### config.mk
export PLATFORM = sky130hd
export DESIGN_NAME = encode_opnds
export DESIGN_NICKNAME = d
export VERILOG_FILES = /design/src/rtl/encode_opnds_pkg.sv /design/src/rtl/encode_len.sv /design/src/rtl/encode_opnds.sv
export SDC_FILE = /design/constraint.sdc
export NUM_CORES = 1
export LEC_CHECK = 0
export ABC_AREA = 1
export ABC_CLOCK_PERIOD_IN_PS = 10100
export BUFFER_PORTS_ARGS = -buffer_cell sky130_fd_sc_hd__buf_4
export CORE_UTILIZATION = 45
export CTS_CLUSTER_SIZE = 16
export DETAILED_ROUTE_END_ITERATION = 6
export HOLD_SLACK_MARGIN = 0.12
export PLACE_DENSITY_LB_ADDON = 0.3
export SLEW_MARGIN = 30
export SYNTH_ARGS = -nofsm -noshare
export SYNTH_HDL_FRONTEND = slang
export SYNTH_SLANG_ARGS = --single-unit
### constraint.sdc
create_clock -name clk -period 10.1 [get_ports clk]
set_clock_uncertainty 0.15 [all_clocks]
set_input_delay 2.02 -clock clk [delete_from_list [all_inputs] [get_ports clk]]
set_output_delay 2.02 -clock clk [all_outputs]
set_load 0.1 [all_outputs]
### src/rtl/encode_opnds_pkg.sv
// Shared constants, operand-form codes and FSM state encoding for the x86 instruction encoder.
package encode_opnds_pkg;

   localparam int unsigned ENC_MAX_LEN = 9;

   localparam logic [3:0] OPND_ENC_NONE                = 4'd0;
   localparam logic [3:0] OPND_ENC_REG                 = 4'd1;
   localparam logic [3:0] OPND_ENC_IMM                 = 4'd2;
   localparam logic [3:0] OPND_ENC_MODREGRM_RM         = 4'd3;
   localparam logic [3:0] OPND_ENC_MODREGRM_RM_IMM     = 4'd4;
   localparam logic [3:0] OPND_ENC_REG_IMM             = 4'd5;
   localparam logic [3:0] OPND_ENC_EAX_IMM             = 4'd6;
   localparam logic [3:0] OPND_ENC_EAX_REG             = 4'd7;
   localparam logic [3:0] OPND_ENC_MODREGRM_REG_RM     = 4'd8;
   localparam logic [3:0] OPND_ENC_MODREGRM_RM_REG     = 4'd9;
   localparam logic [3:0] OPND_ENC_MODREGRM_REG_RM_IMM = 4'd10;
   localparam logic [3:0] OPND_ENC_MODREGRM_RM_REG_IMM = 4'd11;

   typedef enum logic [2:0] {
      StIdle, StOpc, StModrm, StSib, StDisp, StImm, StFin
   } enc_state_e;

   function automatic logic form_valid(logic [3:0] form);
      return form <= OPND_ENC_MODREGRM_RM_REG_IMM;
   endfunction

   function automatic logic form_has_modrm(logic [3:0] form);
      return form inside {OPND_ENC_MODREGRM_RM, OPND_ENC_MODREGRM_RM_IMM,
                          OPND_ENC_MODREGRM_REG_RM, OPND_ENC_MODREGRM_RM_REG,
                          OPND_ENC_MODREGRM_REG_RM_IMM, OPND_ENC_MODREGRM_RM_REG_IMM};
   endfunction

   function automatic logic form_has_imm(logic [3:0] form);
      return form inside {OPND_ENC_IMM, OPND_ENC_MODREGRM_RM_IMM, OPND_ENC_REG_IMM,
                          OPND_ENC_EAX_IMM, OPND_ENC_MODREGRM_REG_RM_IMM,
                          OPND_ENC_MODREGRM_RM_REG_IMM};
   endfunction

   // Register number folded into the low three opcode bits.
   function automatic logic form_reg_in_opc(logic [3:0] form);
      return form inside {OPND_ENC_REG, OPND_ENC_REG_IMM, OPND_ENC_EAX_REG};
   endfunction

endpackage

### src/rtl/encode_len.sv
// Field presence and total length of one encoded instruction; purely combinational.
module encode_len
   import encode_opnds_pkg::*;
#(
   parameter int unsigned MAX_LEN = ENC_MAX_LEN
) (
   input  logic [3:0] form,
   input  logic [1:0] mod,
   input  logic [2:0] rm,
   input  logic       imm_1byte,
   input  logic       op16,
   input  logic       addr16,
   output logic       has_modrm,
   output logic       has_sib,
   output logic [2:0] disp_len,
   output logic [2:0] imm_len,
   output logic [3:0] total,
   output logic       err
);

   always_comb begin
      has_modrm = form_has_modrm(form);
      has_sib   = has_modrm && !addr16 && (mod != 2'b11) && (rm == 3'b100);
      disp_len  = 3'd0;
      if (has_modrm) begin
         if (mod == 2'b01) begin
            disp_len = 3'd1;
         end else if ((mod == 2'b10) || ((mod == 2'b00) && (rm == 3'b101))) begin
            disp_len = addr16 ? 3'd2 : 3'd4;
         end
      end
      imm_len = 3'd0;
      if (form_has_imm(form)) begin
         imm_len = imm_1byte ? 3'd1 : (op16 ? 3'd2 : 3'd4);
      end
      total = 4'd1 + {3'b000, has_modrm} + {3'b000, has_sib} + {1'b0, disp_len}
            + {1'b0, imm_len};
      err   = !form_valid(form) || (32'(total) > MAX_LEN);
   end

endmodule

### src/rtl/encode_opnds.sv
// Serializing x86 instruction encoder: one request in, instruction bytes out one per cycle,
// then the whole instruction as a packed window plus length.
module encode_opnds
   import encode_opnds_pkg::*;
#(
   parameter int unsigned MAX_LEN = ENC_MAX_LEN
) (
   input  logic                   clk,
   input  logic                   rst_n,
   input  logic                   req_valid,
   output logic                   req_ready,
   input  logic [7:0]             req_opc,
   input  logic [3:0]             req_form,
   input  logic [1:0]             req_mod,
   input  logic [2:0]             req_reg,
   input  logic [2:0]             req_rm,
   input  logic [7:0]             req_sib,
   input  logic [31:0]            req_disp,
   input  logic [31:0]            req_imm,
   input  logic                   req_imm_1byte,
   input  logic                   req_op16,
   input  logic                   req_addr16,
   output logic                   out_valid,
   input  logic                   out_ready,
   output logic [7:0]             out_byte,
   output logic                   out_last,
   output logic                   done,
   output logic                   err,
   output logic [8*MAX_LEN-1:0]   instr_window,
   output logic [3:0]             instr_len
);

   localparam int unsigned WinW = 8 * MAX_LEN;

   enc_state_e state_q, state_d;
   logic [7:0]  opc_q, sib_q;
   logic [3:0]  form_q;
   logic [1:0]  mod_q;
   logic [2:0]  reg_q, rm_q;
   logic [31:0] disp_q, imm_q;
   logic        imm_1byte_q, op16_q, addr16_q;
   logic [1:0]  fcnt_q, fcnt_d;
   logic [3:0]  idx_q;
   logic [WinW-1:0] acc_q, acc_upd;

   logic        idle, accept, hs;
   logic        has_modrm, has_sib, len_err;
   logic [2:0]  disp_len, imm_len;
   logic [3:0]  len;
   enc_state_e  nxt_after_disp, nxt_after_sib, nxt_after_modrm, nxt_after_opc;

   assign idle      = (state_q == StIdle);
   assign accept    = idle && req_valid;
   assign req_ready = idle;
   assign done      = (state_q == StFin);
   assign err       = done && len_err;

   // Live request while idle so accept can branch on errors; registered copy once busy.
   encode_len #(
      .MAX_LEN (MAX_LEN)
   ) u_len (
      .form      (idle ? req_form      : form_q),
      .mod       (idle ? req_mod       : mod_q),
      .rm        (idle ? req_rm        : rm_q),
      .imm_1byte (idle ? req_imm_1byte : imm_1byte_q),
      .op16      (idle ? req_op16      : op16_q),
      .addr16    (idle ? req_addr16    : addr16_q),
      .has_modrm (has_modrm),
      .has_sib   (has_sib),
      .disp_len  (disp_len),
      .imm_len   (imm_len),
      .total     (len),
      .err       (len_err)
   );

   always_comb begin
      out_valid = 1'b0;
      out_byte  = 8'h00;
      unique case (state_q)
         StOpc: begin
            out_valid = 1'b1;
            out_byte  = form_reg_in_opc(form_q) ? {opc_q[7:3], reg_q} : opc_q;
         end
         StModrm: begin
            out_valid = 1'b1;
            out_byte  = {mod_q, reg_q, rm_q};
         end
         StSib: begin
            out_valid = 1'b1;
            out_byte  = sib_q;
         end
         StDisp: begin
            out_valid = 1'b1;
            out_byte  = disp_q[8*fcnt_q +: 8];
         end
         StImm: begin
            out_valid = 1'b1;
            out_byte  = imm_q[8*fcnt_q +: 8];
         end
         default: ;
      endcase
      out_last = out_valid && (idx_q == (len - 4'd1));
      hs       = out_valid && out_ready;
   end

   always_comb begin
      acc_upd = acc_q;
      if (32'(idx_q) < MAX_LEN) begin
         acc_upd[8*idx_q +: 8] = out_byte;
      end
   end

   always_comb begin
      nxt_after_disp  = (imm_len != 3'd0) ? StImm : StFin;
      nxt_after_sib   = (disp_len != 3'd0) ? StDisp : nxt_after_disp;
      nxt_after_modrm = has_sib ? StSib : nxt_after_sib;
      nxt_after_opc   = has_modrm ? StModrm : nxt_after_disp;

      state_d = state_q;
      fcnt_d  = fcnt_q;
      unique case (state_q)
         StIdle:  if (req_valid) state_d = len_err ? StFin : StOpc;
         StOpc:   if (hs) state_d = nxt_after_opc;
         StModrm: if (hs) state_d = nxt_after_modrm;
         StSib:   if (hs) state_d = nxt_after_sib;
         StDisp: begin
            if (hs) begin
               if ({1'b0, fcnt_q} == (disp_len - 3'd1)) begin
                  state_d = nxt_after_disp;
                  fcnt_d  = 2'd0;
               end else begin
                  fcnt_d = fcnt_q + 2'd1;
               end
            end
         end
         StImm: begin
            if (hs) begin
               if ({1'b0, fcnt_q} == (imm_len - 3'd1)) begin
                  state_d = StFin;
                  fcnt_d  = 2'd0;
               end else begin
                  fcnt_d = fcnt_q + 2'd1;
               end
            end
         end
         StFin:   state_d = StIdle;
         default: state_d = StIdle;
      endcase
   end

   always_ff @(posedge clk) begin
      if (!rst_n) begin
         state_q      <= StIdle;
         opc_q        <= '0;
         form_q       <= '0;
         mod_q        <= '0;
         reg_q        <= '0;
         rm_q         <= '0;
         sib_q        <= '0;
         disp_q       <= '0;
         imm_q        <= '0;
         imm_1byte_q  <= 1'b0;
         op16_q       <= 1'b0;
         addr16_q     <= 1'b0;
         fcnt_q       <= '0;
         idx_q        <= '0;
         acc_q        <= '0;
         instr_window <= '0;
         instr_len    <= '0;
      end else begin
         state_q <= state_d;
         fcnt_q  <= fcnt_d;
         if (accept) begin
            opc_q       <= req_opc;
            form_q      <= req_form;
            mod_q       <= req_mod;
            reg_q       <= req_reg;
            rm_q        <= req_rm;
            sib_q       <= req_sib;
            disp_q      <= req_disp;
            imm_q       <= req_imm;
            imm_1byte_q <= req_imm_1byte;
            op16_q      <= req_op16;
            addr16_q    <= req_addr16;
            idx_q       <= '0;
            acc_q       <= '0;
         end else if (hs) begin
            idx_q <= idx_q + 4'd1;
            acc_q <= acc_upd;
         end
         // Publish on the edge into FIN so the values are visible alongside done.
         if ((state_d == StFin) && (state_q != StFin)) begin
            instr_window <= len_err ? '0 : acc_upd;
            instr_len    <= len_err ? 4'd0 : len;
         end
      end
   end

endmodule
==> results.md <==
* Avg Cell Area, Syn at between 6 and 7 um^2
* Area of the die at 28730 um^2
* Worst-path fanout max at 54
* Crit Path Class: primary input to primary output
* Post_cts resized at 0
* Clock sink total at 252
* Finished Cell Area at about 15000 um^2
* Worst slew margin at 38.15%
* CTS tree: done
* Crit share post-route at around nine tenths
* Status: finished clean
* Post-synth EDFFs at 0
* Slowest-stage cell, CP: clkinv_2
* WL final at 35370 um
* Gr usage total at between 20% and 30%
* Total power at 5.200 mW
* Minimum clock period at slightly below 9000 ps
* # nets final at 2139
* Placed Cells at around 2400
* First DRT Iteration DRCs at about 910
* Cells after Synth at around 1900
* Post-synthesis cell area at 12630 um^2
* Synth cell count leaders: nand2_1 (401), inv_1 (271), dfxtp_1 (252), o21ai_0 (217), a21oi_1 (202)
* Setup violations, final at 0
* Main synth FF type: dfxtp_1
* WP depth at 19
* Async set or reset register ratio after synthesis at 0%
* Final Max Tran Viols at 0
* CTS H-Tree Depth at 1
* Reg2Reg Setup Slack at between 2000 and 3000 ps
* FF-to-FF End: instr_window[43]$_SDFFE_PN0P_
* Initial antenna violation count at 0
* RSZ-0062 raised after global routing: no
* Cell taking the most area after synthesis: dfxtp_1
* Required @ worst endpoint at just under 8000 ps
* Worst setup path endpoint: err
* HP Class: register to register
* # diodes at 0
* TritonRoute pass-1 iters at 5
* Global route overflow at 0
* Crit end category: primary output
* First-pass GRT wire length at between 50000 and 60000 um
* Rows at 60
* Area share of the largest cell type after synthesis at 39.95%
* Area growth syn-to-layout at 18.62%
* Largest net degree at the start of global routing at 81
* Worst path top cell family by delay: simple AND/OR/NAND/NOR gates
* Top area cells in the synthesized netlist: dfxtp_1 (40%), nand2_1 (12%), o21ai_0 (8.6%)
* Routed vias at between 10000 and 15000
* Root Buffer: clkbuf_16
* Largest stage delay, worst path at between 700 and 800 ps
* R2r worst-path depth at 26
* Detailed placement HPWL at 23890 um
* Fillers at about 2700
* DR WL/cell at 14.64 um
* CTS max path bufs at 3
* Buf+Inv Stages, Crit Path at 5
* Yosys warning total at 0
* RR Startpoint: state_q[2]$_SDFF_PN0_
* Dpl cell area at roughly 14000 um^2
* Worst path arrival time at approximately 6800 ps
* Worst vdd ir at between 0.15 and 0.2 mV
* Synthesized flop and latch total at approximately 250
* DRT antenna net count at 0
* Die height at about 170 um
* Worst skew pair latency at around 540 ps
* Non-Filler Instances at 2416
* Starting Density at 46.34%
* Pwr Density at between 300 and 400 nW/um^2
* Crit-path cells: buf_4 -> nand3_1 -> nand2_1 -> nor2_1 -> nand3_1 -> nand2_4 -> nand3_2 -> fa_1 -> inv_1 -> ha_1 -> fa_1 -> inv_1 -> ha_1 -> nor2_1 -> o21ai_0 -> nand2_2 -> clkinv_2 -> nor3_1 -> buf_4
* Core ar. at about 27000 um^2
* Crit. Startpoint: req_form[1]
* Post-CTS Hold Fix Bufs at 0
* Most numerous cell in the Yosys netlist: nand2_1
* Drt drc at 0
* Clk pin slew, worst setup/hold paths at 60 ps
* Horiz. Die Dim at 169.5 um
* Total negative setup slack at 0 ps
* Vias/cell at between 5 and 6
* Worst Setup Start Kind: primary input
* Slew @ Worst Pin at between 900 and 1000 ps
* Static Leak at approximately 7 nW
* Post-Synthesis Net Count at about 2000
* Max cap viols at 0
* Number of setup buffers added after CTS at 0
* IO Pins at approximately 190
* FMAX at 111.9 MHz
* Seq/Total Area, Yosys at 39.95%
* Netlist cell types at 39
* CTS buffer count at 28
* Final hold vios at 0
* Hold Worst Slack at approximately 300 ps
* Layout cells sized above 1 at 13.50%
* Vias in the first global route at around 11000
* GP Congestion at ~0.9
* Number of buffers added on ports at ~190
routing by layer:
metal / wire (um) / track usage, % / up-vias / share of wire, %
met2: 15710 / 39.27 / 372 / 44
met3: 2152 / 3.568 / 57 / 6.1
met5: 0 / 0 / - / 0
li1: - / - / 6305 / -
met4: 989 / 7.912 / 0 / 2.8
met1: 16510 / 33.62 / 5614 / 47
where the power goes:
part,switching (mW),internal [mW]
combinational,2.11,0.702
clock,0.407,0.593
sequential,0.122,1.26
state kept, by name (all words and copies together) (netlist names), 2 cells and up:
register,cells
rm_q,3
disp_q,32
instr_len,4
acc_q,72
sib_q,8
instr_window,72
idx_q,4
form_q,4
reg_q,3
state_q,3
opc_q,8
imm_q,32
fcnt_q,2
mod_q,2
cells in the final DEF (no fill, tap or decap), types with 6 or more instances in the layout:
master / synthesis / final
nand2_1: 401 / 399
inv_1: 271 / 271
clkbuf_16: 0 / 29
o211ai_1: 23 / 23
clkbuf_8: 0 / 6
o21ai_0: 217 / 217
dfxtp_1: 252 / 252
clkbuf_1: 79 / 7
xor2_1: 8 / 8
nand2_2: 7 / 8
buf_4: 9 / 196
nand4_1: 11 / 11
nor2_2: 4 / 6
nor2_1: 201 / 198
nor3_1: 10 / 10
nand3_1: 108 / 108
ha_1: 14 / 14
a21oi_1: 202 / 202
clkinv_2: 0 / 7
and2_1: 14 / 14
metrics by stage:
stage | util [%] | setup WS, ps
finish | 54.96 | 1162
global route | 54.96 | 821.9
CTS | 54.95 | 1566
detailed placement | 51.63 | 1558
global placement | 51.49 | 1705
floorplan | - | 642.8
worst min-delay path by stage:
stage                       startpoint                       to  slack [ps]  cells after the start
6_report        imm_q[10]$_SDFFE_PN0P_   imm_q[10]$_SDFFE_PN0P_         300                      2
5_1_grt        disp_q[11]$_SDFFE_PN0P_  disp_q[11]$_SDFFE_PN0P_         320                      2
4_1_cts        disp_q[14]$_SDFFE_PN0P_  disp_q[14]$_SDFFE_PN0P_         300                      2
3_5_place_dp    imm_q[10]$_SDFFE_PN0P_   imm_q[10]$_SDFFE_PN0P_         300                      2
3_3_place_gp    imm_q[17]$_SDFFE_PN0P_   imm_q[17]$_SDFFE_PN0P_         290                      2
2_1_floorplan  disp_q[20]$_SDFFE_PN0P_  disp_q[20]$_SDFFE_PN0P_         280                      2
final cells by class:
class,instances,area (um^2),area share (%)
clock inverter,8,71.32,0.4762
timing repair buffer,197,1499,10.01
tap,372,465.4,3.108
multi-input combinational,1265,6010,40.12
clock buffer,42,834.6,5.572
inverter,280,1054,7.034
sequential,252,5045,33.68
logic make-up after synthesis:
group	Yosys count	synth area share, %
simple gates	771	25.61
xor+xnor	11	0.7630
flops	252	39.95
compound gates	467	19.33
buf+inv	396	12.63
fa+ha+maj	16	1.704
worst reg2reg max path, stage by stage (launching register included):
cell and delay, ps:
dfxtp_1 340, inv_1 400, nand2_4 240, nand2_1 120
nand2_1 80, nor2_1 120, nand3_1 150, nand2_4 170
nand3_2 140, fa_1 510, inv_1 40, ha_1 190
fa_1 510, inv_1 90, ha_1 230, nor2_1 110
o21ai_0 100, nand2_2 460, clkinv_2 760, nor2_1 400
a21oi_1 70, o21ai_1 100, inv_2 70, nand2_4 510
nand2_4 650, nor2_1 350, nor2_1 80
Power figures use the tool's default switching activity.
